File: src/rtl/ahb_dotprod_accel.sv
// AHB-Lite slave dot-product accelerator: two 8-entry signed 16-bit
// operand buffers and a one-MAC-per-cycle engine with a DONE interrupt.
module ahb_dotprod_accel #(
    parameter int AW     = 12,
    parameter int MAXLEN = 8
) (
    input  logic          HCLK,
    input  logic          HRESETn,
    input  logic          HSEL,
    input  logic [AW-1:0] HADDR,
    input  logic [1:0]    HTRANS,
    input  logic [2:0]    HSIZE,
    input  logic          HWRITE,
    input  logic [31:0]   HWDATA,
    input  logic          HREADY,
    output logic          HREADYOUT,
    output logic [31:0]   HRDATA,
    output logic          HRESP,
    output logic          IRQ
);

    localparam int WA = AW - 2;
    localparam int IW = $clog2(MAXLEN);
    localparam logic [WA-1:0] OFF_CTRL   = WA'(16);
    localparam logic [WA-1:0] OFF_STATUS = WA'(17);
    localparam logic [WA-1:0] OFF_RESULT = WA'(18);

    typedef enum logic {
        IDLE,
        RUN
    } state_t;

    state_t          state_q, state_d;
    logic            dp_q, wr_q, word_q;
    logic [WA-1:0]   addr_q;
    logic [15:0]     a_q [MAXLEN];
    logic [15:0]     b_q [MAXLEN];
    logic [3:0]      len_q;
    logic            irqen_q;
    logic            done_q;
    logic            irq_q;
    logic [31:0]     result_q;
    logic [31:0]     acc_q;
    logic [IW-1:0]   idx_q;

    logic            capture, busy, wr_en;
    logic            a_we, b_we, ctrl_we, stat_we, start;
    logic [3:0]      len_wr;
    logic            acc_clr, mac_en, fin, zero_fin;
    logic [31:0]     a_ext, b_ext, prod, acc_sum;
    logic [31:0]     rdata;
    logic            unused_bits;

    assign HREADYOUT = 1'b1;
    assign HRESP     = 1'b0;
    assign IRQ       = irq_q;
    assign HRDATA    = rdata;

    assign capture = HSEL & HREADY & HTRANS[1];
    assign busy    = (state_q == RUN);
    assign wr_en   = dp_q & wr_q & word_q;

    // Operand and control writes are locked out while a run is in flight.
    assign a_we    = wr_en & ~busy & (addr_q[WA-1:IW] == '0);
    assign b_we    = wr_en & ~busy & (addr_q[WA-1:IW+1] == '0) & addr_q[IW];
    assign ctrl_we = wr_en & ~busy & (addr_q == OFF_CTRL);
    assign stat_we = wr_en & (addr_q == OFF_STATUS);
    assign start   = ctrl_we & HWDATA[0];
    assign len_wr  = (HWDATA[11:8] > 4'(MAXLEN)) ? 4'(MAXLEN) : HWDATA[11:8];

    // Sign-extend to 32 bits; the low 32 bits of the product are exact.
    assign a_ext   = {{16{a_q[idx_q][15]}}, a_q[idx_q]};
    assign b_ext   = {{16{b_q[idx_q][15]}}, b_q[idx_q]};
    assign prod    = a_ext * b_ext;
    assign acc_sum = acc_q + prod;

    assign unused_bits = ^{HADDR[1:0], HTRANS[0], HWDATA[31:16]};

    always_ff @(posedge HCLK or negedge HRESETn) begin
        if (!HRESETn) begin
            dp_q   <= 1'b0;
            wr_q   <= 1'b0;
            word_q <= 1'b0;
            addr_q <= '0;
        end else if (HREADY) begin
            dp_q <= capture;
            if (capture) begin
                wr_q   <= HWRITE;
                word_q <= (HSIZE == 3'b010);
                addr_q <= HADDR[AW-1:2];
            end
        end
    end

    always_ff @(posedge HCLK or negedge HRESETn) begin
        if (!HRESETn) begin
            state_q <= IDLE;
        end else begin
            state_q <= state_d;
        end
    end

    always_comb begin
        state_d  = state_q;
        acc_clr  = 1'b0;
        mac_en   = 1'b0;
        fin      = 1'b0;
        zero_fin = 1'b0;
        unique case (state_q)
            IDLE: begin
                if (start) begin
                    if (len_wr != 4'd0) begin
                        state_d = RUN;
                        acc_clr = 1'b1;
                    end else begin
                        zero_fin = 1'b1;
                    end
                end
            end
            RUN: begin
                mac_en = 1'b1;
                if (4'(idx_q) == len_q - 4'd1) begin
                    fin     = 1'b1;
                    state_d = IDLE;
                end
            end
        endcase
    end

    always_ff @(posedge HCLK or negedge HRESETn) begin
        if (!HRESETn) begin
            for (int i = 0; i < MAXLEN; i++) begin
                a_q[i] <= '0;
                b_q[i] <= '0;
            end
            len_q    <= '0;
            irqen_q  <= 1'b0;
            done_q   <= 1'b0;
            irq_q    <= 1'b0;
            result_q <= '0;
            acc_q    <= '0;
            idx_q    <= '0;
        end else begin
            if (a_we) begin
                a_q[addr_q[IW-1:0]] <= HWDATA[15:0];
            end
            if (b_we) begin
                b_q[addr_q[IW-1:0]] <= HWDATA[15:0];
            end
            if (ctrl_we) begin
                irqen_q <= HWDATA[1];
                len_q   <= len_wr;
            end
            if (acc_clr) begin
                acc_q <= '0;
                idx_q <= '0;
            end else if (mac_en) begin
                acc_q <= acc_sum;
                idx_q <= idx_q + 1'b1;
            end
            // Completion takes priority over a coincident DONE clear.
            if (fin) begin
                result_q <= acc_sum;
                done_q   <= 1'b1;
            end else if (zero_fin) begin
                result_q <= '0;
                done_q   <= 1'b1;
            end else if (acc_clr) begin
                done_q <= 1'b0;
            end else if (stat_we && HWDATA[1]) begin
                done_q <= 1'b0;
            end
            irq_q <= done_q & irqen_q;
        end
    end

    always_comb begin
        rdata = '0;
        if (dp_q && !wr_q) begin
            if (addr_q[WA-1:IW] == '0) begin
                rdata = {16'b0, a_q[addr_q[IW-1:0]]};
            end else if (addr_q[WA-1:IW+1] == '0) begin
                rdata = {16'b0, b_q[addr_q[IW-1:0]]};
            end else if (addr_q == OFF_CTRL) begin
                rdata = {20'b0, len_q, 6'b0, irqen_q, 1'b0};
            end else if (addr_q == OFF_STATUS) begin
                rdata = {30'b0, done_q, busy};
            end else if (addr_q == OFF_RESULT) begin
                rdata = result_q;
            end
        end
    end

endmodule

File: config.mk
export PLATFORM = sky130hd
export DESIGN_NAME = ahb_dotprod_accel
export DESIGN_NICKNAME = d
export VERILOG_FILES = /design/src/rtl/ahb_dotprod_accel.sv
export SDC_FILE = /design/constraint.sdc
export NUM_CORES = 1
export LEC_CHECK = 0
export BUFFER_PORTS_ARGS = -buffer_cell sky130_fd_sc_hd__buf_2
export CAP_MARGIN = 20
export CORE_MARGIN = 1
export CORE_UTILIZATION = 40
export DETAILED_ROUTE_END_ITERATION = 8
export GPL_TIMING_DRIVEN = 1
export HOLD_SLACK_MARGIN = 0.1
export MAX_ROUTING_LAYER = met4
export PLACE_DENSITY_LB_ADDON = 0.25
export SLEW_MARGIN = 20
export SYNTH_ARGS = -nofsm -noshare
export SYNTH_HDL_FRONTEND = slang
export SYNTH_SLANG_ARGS = --single-unit
File: constraint.sdc
create_clock -name HCLK -period 11.45 [get_ports HCLK]
set_input_delay 0.5725 -clock HCLK [delete_from_list [all_inputs] [get_ports HCLK]]
set_output_delay 0.5725 -clock HCLK [all_outputs]
set_load 0.02 [all_outputs]
==> metrics <==
cts bufs inserted 42; synthesized area per cell 11.0 µm²; Setup TNS Final 0 ns; grt ovf 0; syn_nets between 2k and 3k; number of synthesized flops with an enable pin 0; Longest Clk Path Bufs 3; CP arrival between 9 and 10 ns; CP endpoint kind register; Top FF cell, synth dfrtp_1; Clock transition at path regs ~0.060 ns; CP most frequent cell fa_1; Setup crit start kind register; Ys Warns 0; Port Buf Inserts 67; hold slack between 0.15 and 0.2 ns; Setup CP Type register to register; GRT Total Usage 0.262; most common cell after layout, fill and taps aside inv_1; routed vias ~20k; DRT Pass-1 Iters 5; minimum clock period slightly below 9 ns; period utilisation layout 0.769; Netlist cell types 70; Leakage between 10 and 15 nW; CTS tree built; vias in the first global route ~22k; Cell Area, Synth around 0.028 mm²; DRC viols 0; max_cap viols 0; worst vdd ir between 0.0001 and 0.00015 V; Wirelength per Cell 24.7 µm; width of the die between 200 and 300 µm; area of the multi-input gates 0.0173 mm²; post-cts resize count 0; worst-margin pin slew between 1 and 1.5 ns; clock sink count between 300 and 400; Synth async-reset ratio 1.00; GPL Wtd Cong 0.917; CP peak stage delay 0.94 ns; core area between 0.06 and 0.07 mm²; FMAX 114 MHz; Area Growth Syn to Fin 10.6%; RSZ-0062 raised after global routing no; initial antenna violation count 5; Fill cells roughly 6.5k; Routed WL slightly below 90,000 µm; remaining antenna violation count 0; # setup viols final 0; Top Ports 89; postcts setup bufs 0; nets ~3k; worst path bufs/invs 6; Top delay family on crit path adder cells; final hold vios 0; drt initial violations roughly 1.7k; fraction of layout cells with a size suffix above 1 0.234; flops & latches, synth roughly 340; critical path, cell by cell buf_4, mux4_2, mux2_2, nand2_1, fa_1, fa_1, inv_1, fa_1, inv_1, fa_1, inv_1, fa_1, inv_1, fa_1, inv_1, ha_1, nand3_1, nor3_1, o211ai_1, a21oi_1, o41ai_1, and3_1, o31ai_1; power per cell area roughly 120 mW/mm²; drt via density around 5.7; Detail Placement HPWL a little over 60,000 µm; Root Driver clkbuf_16; Cells after Synth ~2.5k; Slowest-stage cell, CP dfrtp_4; Total Power between 0.003 and 0.004 W; Max Fanout on Critical Path 35; most frequent cells in the layout inv_1, dfrtp_1, mux2_2; Worst EP required around 12 ns; Starting Density 0.405; worst hold path type primary input to register; die span in y approximately 270 µm; first-pass GRT wire length ~130,000 µm; H-tree level count 2; largest net degree at the start of global routing between 80 and 90; Max transition margin 0.148; Seq/Total Area, Yosys 0.309; status completed; sequential cell area roughly 0.0086 mm²; worst skew pair latency about 0.61 ns; Rows 96; area of the die 0.0706 mm²; skew final 0.0380 ns; Pins Over Slew Limit 0
==> what timing repair did <==
item                                   CTS  global route
hold buffers                             1             0
endpoints found under the hold margin   80             0
setup endpoints to repair                0             0
==> final timing paths <==
path / startpoint / endpoint / slack, ns / depth (start not counted)
hold reg to reg: word_q$_DFFE_PN0P_ / word_q$_DFFE_PN0P_ / 0.48 / 2
min in group asynchronous: HRESETn / result_q[18]$_DFFE_PN0P_ / 0.55 / 2
max in group asynchronous: HRESETn / addr_q[1]$_DFFE_PN0P_ / 8.80 / 4
setup / recovery: idx_q[0]$_DFFE_PN0P_ / acc_q[31]$_DFFE_PN0P_ / 2.64 / 23
setup reg to reg: idx_q[0]$_DFFE_PN0P_ / acc_q[31]$_DFFE_PN0P_ / 2.64 / 23
hold / removal: HREADY / dp_q$_DFFE_PN0P_ / 0.20 / 2
==> sequential cells by signal (all words and copies together), names as in the netlist <==
signal    cells
a_q         128
b_q         128
acc_q        32
result_q     32
addr_q       10
len_q         4
idx_q         3
IRQ           1
busy          1
done_q        1
dp_q          1
irqen_q       1
word_q        1
wr_q          1
==> cells by family (layout without fill, tap and decap cells) <==
| logic type | count (synthesis) | count (layout) | share of synthesized area |
|---|---|---|---|
| mux | 408 | 408 | 0.192 |
| xor+xnor | 39 | 39 | 0.0123 |
| buf+inv | 498 | 567 | 0.0694 |
| other cells | 2 | 6 | 0.000270 |
| fa+ha+maj | 392 | 392 | 0.255 |
| simple gates | 508 | 508 | 0.0817 |
| compound gates | 332 | 332 | 0.0804 |
| flops | 344 | 344 | 0.309 |
==> layout make-up <==
type | count | share of cell area
multi-input combinational | 1681 | 0.563
sequential | 344 | 0.280
timing repair buffer | 130 | 0.0268
inverter | 361 | 0.0440
tap | 931 | 0.0379
clock inverter | 18 | 0.00923
antenna | 4 | 0.000325
clock buffer | 58 | 0.0384
==> per-layer routing <==
layer  track usage  part of all wire  up-vias
met1         0.350              0.42    10700
met3        0.0446             0.075      163
li1              -                 -     8605
met5             -                 0        -
met4        0.0845             0.032        0
met2         0.407              0.47      770
==> power by group <==
group / internal [W] / total, W / switching, W / leakage (nW)
clock: 0.000841 / 0.00142 / 0.000576 / 0.707
combinational: 0.000294 / 0.000820 / 0.000527 / 9.71
sequential: 0.00126 / 0.00130 / 0.0000442 / 4.33
total: 0.00239 / 0.00354 / 0.00115 / 14.7
==> per-stage QoR <==
step	instances	util	setup slack (ns)	cell area (µm²)
finish	3527	0.448	2.64	30800
floorplan	2523	-	3.99	27800
global placement	3446	0.426	2.80	29300
detailed placement	3446	0.426	2.74	29300
CTS	3523	0.448	2.70	30800
global route	3527	0.448	2.18	30800
==> Yosys cell counts, types with 39 or more instances <==
| cell | count | area, µm² |
|---|---|---|
| clkbuf_1 | 91 | 342 |
| nand2_1 | 195 | 732 |
| dfrtp_1 | 344 | 8610 |
| inv_1 | 358 | 1340 |
| o21ai_0 | 61 | 305 |
| fa_1 | 292 | 5850 |
| a22o_1 | 39 | 342 |
| ha_1 | 100 | 1250 |
| mux4_2 | 69 | 1550 |
| mux2_2 | 305 | 3430 |
| nor2_1 | 180 | 676 |
| o22ai_1 | 69 | 432 |
| a21oi_1 | 51 | 255 |
(Power assumes the default switching activity.)
